$ cat src/rtl/register_file_pkg.sv
// Shared sizing constants and the byte-lane merge helper for the register file.
`default_nettype none

// +--------------------------------------------------------------------------+
// | register_file_pkg                                                        |
// | Datapath word sizing and byte-enable merge function.                     |
// | Revision: 1.0                                                            |
// +--------------------------------------------------------------------------+
package register_file_pkg;

  localparam int WORD_WIDTH = 32;
  localparam int REG_COUNT  = 16;

  // Merge works on a wide container so callers of any byte-multiple width
  // can size-cast in and out of it.
  localparam int MAX_WIDTH  = 256;
  localparam int MAX_BYTES  = MAX_WIDTH / 8;

  function automatic logic [MAX_WIDTH-1:0] be_merge(
    input logic [MAX_WIDTH-1:0] old_word,
    input logic [MAX_WIDTH-1:0] new_word,
    input logic [MAX_BYTES-1:0] be
  );
    logic [MAX_WIDTH-1:0] merged;
    merged = old_word;
    for (int i = 0; i < MAX_BYTES; i++) begin
      if (be[i]) begin
        merged[8*i +: 8] = new_word[8*i +: 8];
      end
    end
    return merged;
  endfunction

endpackage

`default_nettype wire

$ cat src/rtl/register_file_reg_cell.sv
// One storage word with per-byte write enables and an asynchronous clear.
`default_nettype none

// +--------------------------------------------------------------------------+
// | register_file_reg_cell                                                   |
// | WIDTH-bit register, byte-lane writes, async active-low clear.            |
// | Revision: 1.0                                                            |
// +--------------------------------------------------------------------------+
module register_file_reg_cell
  import register_file_pkg::*;
#(
  parameter int               WIDTH       = WORD_WIDTH,
  parameter logic [WIDTH-1:0] RESET_VALUE = '0
) (
  input  logic                 clock,
  input  logic                 clear,
  input  logic                 wr_en,
  input  logic [WIDTH/8-1:0]   wr_be,
  input  logic [WIDTH-1:0]     wr_data,
  output logic [WIDTH-1:0]     rd_data
);

  logic [WIDTH-1:0] data_d;
  logic [WIDTH-1:0] data_q;

  always_comb begin
    data_d = data_q;
    if (wr_en) begin
      data_d = WIDTH'(be_merge(MAX_WIDTH'(data_q), MAX_WIDTH'(wr_data), MAX_BYTES'(wr_be)));
    end
  end

  always_ff @(posedge clock or negedge clear) begin
    if (!clear) begin
      data_q <= RESET_VALUE;
    end else begin
      data_q <= data_d;
    end
  end

  assign rd_data = data_q;

endmodule

`default_nettype wire

$ cat src/rtl/register_file.sv
// Multi-register file: one byte-lane write port, two combinational read
// ports, optional hardwired-zero R0 and optional write-to-read bypass.
`default_nettype none

// +--------------------------------------------------------------------------+
// | register_file                                                            |
// | DEPTH x WIDTH register array for the CPU operand buses.                  |
// | Revision: 1.0                                                            |
// +--------------------------------------------------------------------------+
module register_file
  import register_file_pkg::*;
#(
  parameter int               WIDTH       = WORD_WIDTH,
  parameter int               DEPTH       = REG_COUNT,
  parameter bit               ZERO_R0     = 1'b1,
  parameter bit               BYPASS      = 1'b1,
  parameter logic [WIDTH-1:0] RESET_VALUE = '0,
  localparam int              AW          = $clog2(DEPTH)
) (
  input  logic                 clock,
  input  logic                 clear,
  input  logic                 wr_en,
  input  logic [AW-1:0]        wr_addr,
  input  logic [WIDTH/8-1:0]   wr_be,
  input  logic [WIDTH-1:0]     wr_data,
  input  logic [AW-1:0]        rd_addr_a,
  output logic [WIDTH-1:0]     rd_data_a,
  input  logic [AW-1:0]        rd_addr_b,
  output logic [WIDTH-1:0]     rd_data_b
);

  // Address space is padded to a power of two; unbacked slots read as zero
  // and are never writable, which also covers the hardwired R0.
  localparam int SLOTS = 1 << AW;

  logic [WIDTH-1:0] slot_data [SLOTS];
  logic [SLOTS-1:0] slot_writable;
  logic             wr_live;
  logic [WIDTH-1:0] bypass_data;

  genvar g;
  generate
    for (g = 0; g < SLOTS; g++) begin : g_slot
      if ((g >= DEPTH) || (ZERO_R0 && (g == 0))) begin : g_const
        assign slot_data[g]     = '0;
        assign slot_writable[g] = 1'b0;
      end else begin : g_cell
        assign slot_writable[g] = 1'b1;
        register_file_reg_cell #(
          .WIDTH       (WIDTH),
          .RESET_VALUE (RESET_VALUE)
        ) u_cell (
          .clock   (clock),
          .clear   (clear),
          .wr_en   (wr_en && (wr_addr == AW'(g))),
          .wr_be   (wr_be),
          .wr_data (wr_data),
          .rd_data (slot_data[g])
        );
      end
    end
  endgenerate

  assign wr_live     = wr_en && clear && slot_writable[wr_addr];
  assign bypass_data = WIDTH'(be_merge(MAX_WIDTH'(slot_data[wr_addr]), MAX_WIDTH'(wr_data),
                                       MAX_BYTES'(wr_be)));

  always_comb begin
    rd_data_a = slot_data[rd_addr_a];
    if (BYPASS && wr_live && (rd_addr_a == wr_addr)) begin
      rd_data_a = bypass_data;
    end
  end

  always_comb begin
    rd_data_b = slot_data[rd_addr_b];
    if (BYPASS && wr_live && (rd_addr_b == wr_addr)) begin
      rd_data_b = bypass_data;
    end
  end

endmodule

`default_nettype wire

$ cat config.mk
export PLATFORM = sky130hd
export DESIGN_NAME = register_file
export DESIGN_NICKNAME = d
export VERILOG_FILES = /design/src/rtl/register_file_pkg.sv /design/src/rtl/register_file_reg_cell.sv /design/src/rtl/register_file.sv
export SDC_FILE = /design/constraint.sdc
export NUM_CORES = 1
export LEC_CHECK = 0
export BUFFER_PORTS_ARGS = -buffer_cell sky130_fd_sc_hd__buf_2
export CAP_MARGIN = 20
export CORE_MARGIN = 3
export CORE_UTILIZATION = 63
export CTS_CLUSTER_SIZE = 28
export DETAILED_ROUTE_END_ITERATION = 7
export PLACE_DENSITY = 0.81
export SETUP_SLACK_MARGIN = 0.1
export SYNTH_ARGS = -nofsm -noshare
export SYNTH_HDL_FRONTEND = slang
export SYNTH_SLANG_ARGS = --single-unit
$ cat constraint.sdc
create_clock -name clock -period 2.62 [get_ports clock]
set_clock_uncertainty 0.15 [all_clocks]
set_input_delay 0.131 -clock clock [delete_from_list [all_inputs] [get_ports clock]]
set_output_delay 0.131 -clock clock [all_outputs]
set_load 0.01 [all_outputs]
# Word-level counts from Yosys, hierarchy flattened
# Memories as Yosys holds them, arrays and structs flattened.
# Index checks and enable logic that the tools add are counted.
# totals
out_inout_bits	64
n_memories	1
register_bits	480
mem_bits_ro	16
# memory_table
name	depth	width	read_ports	rd_ports_with_merged_regs	wr	line_no	source
(no name shown)	16	1	1	0	0	register_file.sv:64	assign wr_live = wr_en && clear && slot_writable[wr_addr];
# classes
n_reduce_logical	79
muxes	16
n_bitwise	3
order_cmp	4
eq_ne	17
# op_table
operator	n
$bmux 32 s4	3
$mux 32	8
$reduce_and 2->1	60
$eq 4x4->1 const B	8
$mux 8	4
$logic_and 1x1->1	19
$eq 4x3->1 const B	4
$ge 5x5->1 const B	3
$not 4->5	3
$eq 4x2->1 const B	2
$eq 4x4->1	2
$lt 4x5->1 const B	1
$eq 4x1->1 const B	1
$mux 1	1

# Logic depth before layout (Yosys ltp)
# Gate-level depths: netlist of run 1.
# logic_depth
ltp_word	6
depth_mapped	9
ltp_nobuf	5

# Cells and area by module
# Synthesis of run 1 repeated with hierarchy kept, for this count alone.
# unflattened
hier_cells	2383
area_unflattened_um2	32129.6
# modules_own_cells
module	cells_per_inst	instances	seq_area_each_um2	area_per_inst_um2
register_file_reg_cell	68	15	800.8	1186.1
register_file	1363	1	0.0	14337.5

# Worst setup path before layout of run 1
# OpenSTA, ideal clock, no wires.
# synth_path
path_type	input to output
start	in wr_addr[1]
end	out rd_data_a[11]
path_stages	6
slack_ps	622
required_ps	2339
t_arrival_ps	1717
cell_sequence	buf_2 -> buf_2 -> clkbuf_1 -> mux4_2 -> a2111oi_2 -> o31ai_1
# synth_via
elab_chain_len	6
# synth_rtl
element	line_no	source
from (decl)	register_file.sv:23	input logic [AW-1:0] wr_addr,
$not 4->5 (not written as such)	register_file.sv:65	assign bypass_data = WIDTH'(be_merge(MAX_WIDTH'(slot_data[wr_addr]), MAX_WIDTH'(wr_data),
$bmux 32 s4	register_file.sv:65	
$mux 32 (not written as such) (2 in a row)	register_file.sv:65	
$mux 8	register_file_pkg.sv:27	if (be[i]) begin
$mux 32 *	register_file.sv:70	if (BYPASS && wr_live && (rd_addr_a == wr_addr)) begin
to (decl)	register_file.sv:27	output logic [WIDTH-1:0] rd_data_a,
# Every way passes the cells marked *; elsewhere a longest branch is shown, timed or not. The select of a mux whose other input is x is not followed.

# Worst setup path in the final report of run 1
# layout_path
start	reg g_slot[13].g_cell.u_cell.data_q[24]
end	out rd_data_b[24]
# layout_via
elab_chain_len	5
# layout_rtl
element	line_no	source
from (decl)	register_file_reg_cell.sv:24	logic [WIDTH-1:0] data_q;
from (signal assigned)	register_file_reg_cell.sv:37	data_q <= data_d;
$bmux 32 s4	register_file.sv:65	
$mux 32 (not written as such) (2 in a row)	register_file.sv:65	
$mux 8	register_file_pkg.sv:27	
$mux 32 *	register_file.sv:77	if (BYPASS && wr_live && (rd_addr_b == wr_addr)) begin
to (decl)	register_file.sv:29	output logic [WIDTH-1:0] rd_data_b
# Marked as above.

==> results.txt, run 1 <==
The area of the multi-input gates came out at 0.0185 mm2. The endpoint class of the critical path is a primary output. The floorplan step defined a die boundary enclosing about 0.052 mm2. The number of design rule violations left after detail routing is 0.

The worst supply voltage drop on vdd is just under 0.0006 V. The average cell area after synthesis came out at between 10 and 15 um2. The flip-flop and latch count after synthesis is 480.

The data required time of the critical path is ~2.3 ns. The post-synth net total came out at approximately 2500. The standard-cell row count is 80. The fraction of synthesis flops using an asynchronous set or reset pin is between 90% and 100%. For this run, the detailed router's first-pass iteration total came to 7.

Setup slack on the critical path of the routed design comes to -0.0155 ns. The sequential cells in the finished layout cover a total of ~0.012 mm2. The startpoint class of the critical path is a flip-flop. The overall power after layout is around 25 mW. The arithmetic-cell share of the synthesized area counting full adders, half adders and majority gates came out at 0%. The total half-perimeter wirelength after legalization and detailed placement came out at 62.3 mm. For this run, the top clock speed supported by timing is around 0.38 GHz. The highest cell delay on the worst timing path came out at approximately 0.53 ns. The global placer's final weighted congestion came out at ~0.95. The vertical extent of the die is 227 um. The number of antenna violations at the first check in global routing came out at 2. The number of enable-type register cells in the synthesized netlist came out at 0. The signed area change from the synthesized netlist to the final layout is 16.4%. Sorting the synthesized cells by area gives the leading types as dfrtp_1 (39%), mux2_2 (24%), mux4_2 (14%). The clock period minus final worst setup slack came out at ~2.6 ns.

The post-synthesis instance total came out at between 2000 and 2500. After detailed routing, the average wire length per cell comes to about 32 um. The number of vias per cell is 7.61. The run finished, with violations left. The level count of the clock H-tree is 2.

The final-stage net count came out at about 2600. The number of port buffers is 114. Clock latency on the worst-skew pair, taken at its later pin, is 0.61 ns.

The synthesized design spends more area on one cell type than any other, namely dfrtp_1. The routed wire length is approximately 100 mm. The number of setup violations in the final report came out at 1.

The overall die width is 227 um. The number of buffers and inverters on the critical path is 2. The critical path depth in cells came out at 7. The area share of and/or/nand/nor cells after synthesis came out at approximately 4.6%.

The final number of max-transition violations is 0. The global-route wire length before repair came out at ~150 mm. The clock buffer count from CTS came out at 53. The transition time at the pin with the least slew margin came out at 0.955 ns. Clock-pin slew was measured on the worst setup and hold paths at 0.06 ns. The cell that appears most often on the critical path is buf_6. The cell with the most instances after synthesis is mux2_2. By area, the combinational part of the netlist is dominated by multiplexers. The via count of the first global-routing pass is roughly 25000.

The critical path start-end classification is reg2out. In this run the worst hold path is classified as in2async. The detail route stage leaves a number of antenna-violating nets equal to 0. The via count came out at about 25000. The register with the most flip-flops in the layout has 480 of them. The CTS tree is done. In this run the power density over the cells is 696 mW/mm2.

Traced cell by cell, the critical path runs through mux4_2 > mux2i_2 > nand2_1 > nand3_2 > o21ai_2 > buf_6 > buf_6. The data arrival time of the critical path came out at ~2.4 ns. Of all nets on the critical path, the largest fanout is 4. The final reports fail on negative setup slack. Setup repair after global routing could not meet its margin everywhere. The worst slew slack as a fraction of its limit is approximately 36%. The netlist area before placement is roughly 0.03 mm2. The final global-route overflow total is 0. The number of design-rule violations left by the first detailed-router iteration is ~3400. Before CTS, the worst setup slack after placement is ~0.087 ns. The xor-xnor portion of the synthesized cell area is less than 1%. The number of sinks driven by the clock tree came out at 480.

In the synthesized netlist the dominant register cell turns out to be dfrtp_1. The I/O pin count is ~120. The area of the core came out at a little under 0.05 mm2. The number of different library cells in the post-synthesis netlist came out at 43.

Summing the sequential cell areas from Yosys gives between 30 and 40% of the chip area. The dominant delay contributor by cell family on the critical path is multiplexers. The combined global-route utilization of all metal layers is approximately two fifths. In the synthesized netlist, the cells that appear most often are mux2_2 (651), dfrtp_1 (480), mux4_2 (192). The final-report hold violation count came out at 0. The worst path uses 101% of the clock period. The share of post-route cells with drive strength above 1 came out at approximately 52%. The tree is rooted in a clkbuf_16.

The standby leakage power came out at 15.7 nW. The largest buffer count on any clock path came out at 3. The filler cells instantiated in the layout total slightly below 3000. The number of synthesis warnings is 0.

The synthesized netlist devotes 9.15% of its cell area to compound gates. Once the floorplan was initialized, standard cells occupied 64.2% of the core. The cell with the largest stage delay on the worst path is mux4_2. The number of maximum-capacitance violations is 0. The proportion of netlist area held by the largest area contributor is just under 40%. The pin count of the biggest net entering global routing came out at roughly 160. In the synthesized netlist, mux cells make up 43.8% of the area.

The worst register-to-register path has a depth of 3.
-- power breakdown --
| group | switching (mW) | internal, mW | leakage (nW) | total [mW] |
|---|---|---|---|---|
| Clock | 3.15 | 4.49 | 0.873 | 7.64 |
| Combinational | 3.07 | 3.97 | 8.69 | 7.04 |
| Sequential | 1.44 | 8.87 | 6.14 | 10.3 |
| Total | 7.67 | 17.3 | 15.7 | 25.0 |
-- worst register-to-register path, cell delays in order (launching register included) --
cell and delay (ns):
dfrtp_1 0.40, buf_6 0.13, buf_4 0.12, mux2_2 0.26
-- through the flow --
step | TNS, ns | instance area (um2) | utilization, % | cells | hold slack [ns]
5_1_grt | -0.302 | 35900 | 74.8 | 3246 | 0.0662
2_1_floorplan | 0 | 30900 | - | 2419 | -0.315
4_1_cts | 0 | 35500 | 73.9 | 3225 | 0.0516
6_report | -0.0155 | 35900 | 74.8 | 3247 | 0.0542
3_3_place_gp | 0 | 32600 | 67.8 | 3044 | 0.0796
3_5_place_dp | 0 | 32600 | 67.8 | 3044 | 0.0910
-- final timing paths --
check / start / end / slack, ns
worst min register to register: g_slot[6].g_cell.u_cell.rd_data[23] / g_slot[6].g_cell.u_cell.rd_data[23] / 0.40
worst max register to register: g_slot[10].g_cell.u_cell.rd_data[25] / g_slot[10].g_cell.u_cell.rd_data[25] / 1.45
worst min-delay path: clear / g_slot[11].g_cell.u_cell.rd_data[12] / 0.05
worst max-delay path: g_slot[13].g_cell.u_cell.rd_data[24] / rd_data_b[24] / -0.02
min in group clock: wr_be[0] / g_slot[2].g_cell.u_cell.rd_data[0] / 0.16
max in group asynchronous: clear / g_slot[15].g_cell.u_cell.rd_data[21] / 1.00
-- layout make-up --
cell class	instances	share of cell area (%)
Sequential cell	480	33.4
Clock inverter	16	0.474
Timing Repair Buffer	337	7.89
Inverter	4	0.0418
Clock buffer	79	4.44
Tap cell	615	2.14
Antenna cell	2	0.0139
Multi-Input combinational cell	1714	51.6
-- repair_timing --
action | in CTS | in global routing
resized for setup | 81 | 63
buffers inserted | 55 | 20
endpoints found under the setup margin | 53 | 63
pin swaps | 44 | 36
hold buffers | 33 | 0
hold endpoints to repair | 564 | 0
-- layout by cell type (no fill, tap or decap), drive strengths merged, types with 3 or more instances in the layout --
cell type    count
a2111oi         16
a21oi           81
a221oi          32
a22oi           63
a32oi           16
buf            301
bufinv           3
clkbuf          82
clkinv           9
dfrtp          480
dlygate4sd3     33
inv              6
mux2           672
mux2i          161
mux4           192
nand2          166
nand3           64
nor2            31
nor2b           23
nor3             3
o21ai           48
o221ai          64
o22ai           16
o311ai          16
o31ai           32
xor2             8
-- kinds of logic after synthesis --
kind of cell / Yosys count
AND/OR/NAND/NOR: 297
AO/OA/AOI/OAI: 384
flip-flops: 480
multiplexers: 1025
buffers and inverters: 225
XOR/XNOR: 8
-- metal layers --
metal	track usage (%)	vias up	wire length, um
met1	51.2	12400	36700
met3	12.7	511	13300
met4	23.3	0	6580
met5	0	-	0
met2	59.0	1929	46400
li1	-	9867	-
(Power assumes the default switching activity.)
==> run 2: changes to the inputs <==
--- a/config.mk
+++ b/config.mk
@@ -11,8 +11,10 @@
 export CORE_UTILIZATION = 63
 export CTS_CLUSTER_SIZE = 28
 export DETAILED_ROUTE_END_ITERATION = 7
+export MAX_ROUTING_LAYER = met4
 export PLACE_DENSITY = 0.81
 export SETUP_SLACK_MARGIN = 0.1
+export SKIP_LAST_GASP = 1
 export SYNTH_ARGS = -nofsm -noshare
 export SYNTH_HDL_FRONTEND = slang
 export SYNTH_SLANG_ARGS = --single-unit
==> results.txt, run 2 (synthesis results as in run 1) <==
The flow ran to the end, but the final reports show violations. The final reports fail on negative setup slack. By startpoint and endpoint, the worst setup path is classified as reg2out. The overall die width came out at ~230 um. In this run the critical register-to-register path is launched from g_slot[4].g_cell.u_cell.rd_data[26]. The average wire per standard cell is around 32 um.

The core region is 0.0480 mm2. Setup violations remaining at the end of the flow were counted as 4. The worst path uses 102% of the clock period.

After layout, the design draws a total of ~25 mW. The post-placement worst setup slack is -0.0417 ns. After legalization and detailed placement, the total HPWL measured ~63 mm. The sequential cell area is 0.0120 mm2. In this design, the largest share of critical-path delay is due to multiplexers.

The clock buffer count from CTS is 53. Before antenna repair, the detailed router went through 8 iterations. Measured against its own limit, the worst slew margin works out to 35.0%. In this run, placement finished with an instance count of roughly 3100.

The endpoint class of the critical path is a primary output. The number of antenna violations at the first check in global routing came to 2. The die covers a little over 0.05 mm2.

TritonCTS built the clock tree. The routed wire length came out at between 100 and 150 mm. The global-route wire length before repair came out at approximately 150 mm. The worst setup path is launched from a flip-flop. The finished layout holds roughly 3300 standard cells, fillers aside. The signed area change from the synthesized netlist to the final layout is 17.5%. The level count of the clock H-tree is 2.

Max-cap violations in this run came to 0. On the worst path, the slowest cell contributes a delay of 0.51 ns. Of all nets on the critical path, the largest fanout is 3.

The number of port buffers is between 100 and 150. Derived from the worst setup path, the maximum achievable clock frequency is approximately 0.37 GHz. The total power density per cell area is 698 mW/mm2. The library cell used most frequently in the layout, excluding fill and tap cells, is mux2_2.

The data arrival time of the critical path came out at about 2.4 ns. The setup slack of the critical path after layout is -0.0566 ns. The global placer's final weighted congestion is around 0.96. The floorplan has 80 rows. In this run the vertical extent of the chip is 227 um.

The number of buffer and inverter stages on the critical path came out at 3. The combined global-route utilization of all metal layers came out at around two fifths. The count of nets left with antenna violations after detail routing came out at 0. During I/O placement, the number of pins put on the boundary was between 100 and 150. The reg2reg setup slack is between 1 and 1.5 ns. The largest buffer count on any clock path came out at 3.

Clock tree synthesis selected as its root buffer the cell clkbuf_16. The clock latency on the worst-skew pair is 0.61 ns. The pin count of the biggest net entering global routing is 129. The share of the core filled with cells in the final layout is 75.4%. In this design, the critical path's most frequently occurring cell is buf_6. In this run the critical register-to-register path is captured at g_slot[4].g_cell.u_cell.rd_data[26]. For this design, the sink count on the clock tree is between 400 and 500. The via count of the first global-routing pass is around 25000. The final-stage net count is between 2000 and 3000.

In the routed design, unresolved DRC markers number 0. For this design the static power due to leakage is about 16 nW. The clock slew at the register clock pins of the worst setup and hold paths is 0.06 ns.

Setup repair after global routing could not meet its margin everywhere. The class of the tightest hold or removal check is in2async. The multi-input combinational cells in the finished layout cover a total of about 0.019 mm2. The worst supply voltage drop on vdd is between 0.0006 and 0.0007 V. The clock period minus final worst setup slack came out at between 2 and 3 ns. The final worst hold slack came out at roughly 0.018 ns. The via count came out at roughly 25000.

The number of flip-flops in the largest register is 480. Walking the worst path, the cells encountered are buf_4 > mux4_2 > mux2i_1 > nand2_1 > nand3_2 > o21ai_4 > buf_6 > buf_6. The share of post-route cells with drive strength above 1 came out at 53.0%. STA puts the critical path data required time at 2.34 ns. The final global-route overflow total came out at 0.

The placed instances occupy a cell area of 0.0327 mm2. For this design, the slowest cell found on the critical path is mux4_2. The worst-case reg-to-reg path depth came out at 3. The starting density of the core came out at between 60% and 70%. The post-route standard cell area excluding fillers came out at around 0.036 mm2. The transition time at the pin with the least slew margin came out at 0.976 ns. The final number of max-transition violations is 0. The summed negative setup slack over all endpoints came out at -0.139 ns.

The number of design-rule violations left by the first detailed-router iteration is between 3000 and 4000. In the layout the commonest cells are mux2_2 (646), dfrtp_1 (480), mux4_2 (192). The number of vias per cell came out at 7.62. The number of inserted filler cells in the final layout is 2900. The final-report hold violation count was 0.
## run 2: cell count changes in the layout (fill, tap and decap cells not counted), moves of 3 or more
| cell | previous run | this run |
|---|---|---|
| a32oi_2 | 8 | 4 |
| a21oi_1 | 71 | 66 |
| clkbuf_8 | 16 | 12 |
| a21oi_2 | 9 | 14 |
| o21ai_0 | 15 | 12 |
| o31ai_1 | 22 | 15 |
| o21ai_2 | 5 | 9 |
| o31ai_2 | 8 | 13 |
| bufinv_16 | 3 | 6 |
| a32oi_1 | 8 | 12 |
| buf_4 | 154 | 170 |
| buf_12 | 32 | 36 |
## run 2: worst max path at each step
stage / from / to / depth (start not counted)
floorplan: wr_addr[1] / rd_data_a[11] / 6
global placement: wr_addr[2] / rd_data_b[1] / 9
detailed placement: wr_addr[2] / rd_data_b[1] / 9
CTS: g_slot[15].g_cell.u_cell.rd_data[1] / rd_data_b[1] / 7
global route: g_slot[8].g_cell.u_cell.rd_data[25] / rd_data_b[25] / 8
finish: g_slot[8].g_cell.u_cell.rd_data[25] / rd_data_b[25] / 8
## run 2: final cells by class
| class | count | area share [%] |
|---|---|---|
| repair buffers | 355 | 8.31 |
| clock inverters | 19 | 0.711 |
| multi-input cells | 1714 | 51.4 |
| well taps | 615 | 2.12 |
| inverters | 4 | 0.0414 |
| diodes | 3 | 0.0207 |
| flip-flops and latches | 480 | 33.1 |
| clock buffers | 76 | 4.26 |
## run 2: what timing repair did
action | in CTS | in global routing
setup endpoints to repair | 52 | 63
gates resized for setup | 78 | 91
endpoints found under the hold margin | 883 | 0
setup buffers | 45 | 36
hold buffers | 33 | 0
pin swaps | 43 | 42
## run 2: tightest hold or removal path: stages
cell and delay, ns:
dlygate4sd3_1 0.57, buf_8 0.16, buf_4 0.30
## run 2: per-layer routing
layer,routed length (um),track usage (%),vias up
li1,-,-,9891
met1,37100,52.1,12500
met2,46200,59.0,1943
met3,13600,10.9,568
met4,6940,23.5,0
met5,0,-,-
## run 2: where the power goes
group          total, mW  switching, mW  internal (mW)
sequential          10.4           1.48           8.87
clock               7.83           3.16           4.67
combinational       7.14           3.12           4.02
total               25.3           7.76           17.6
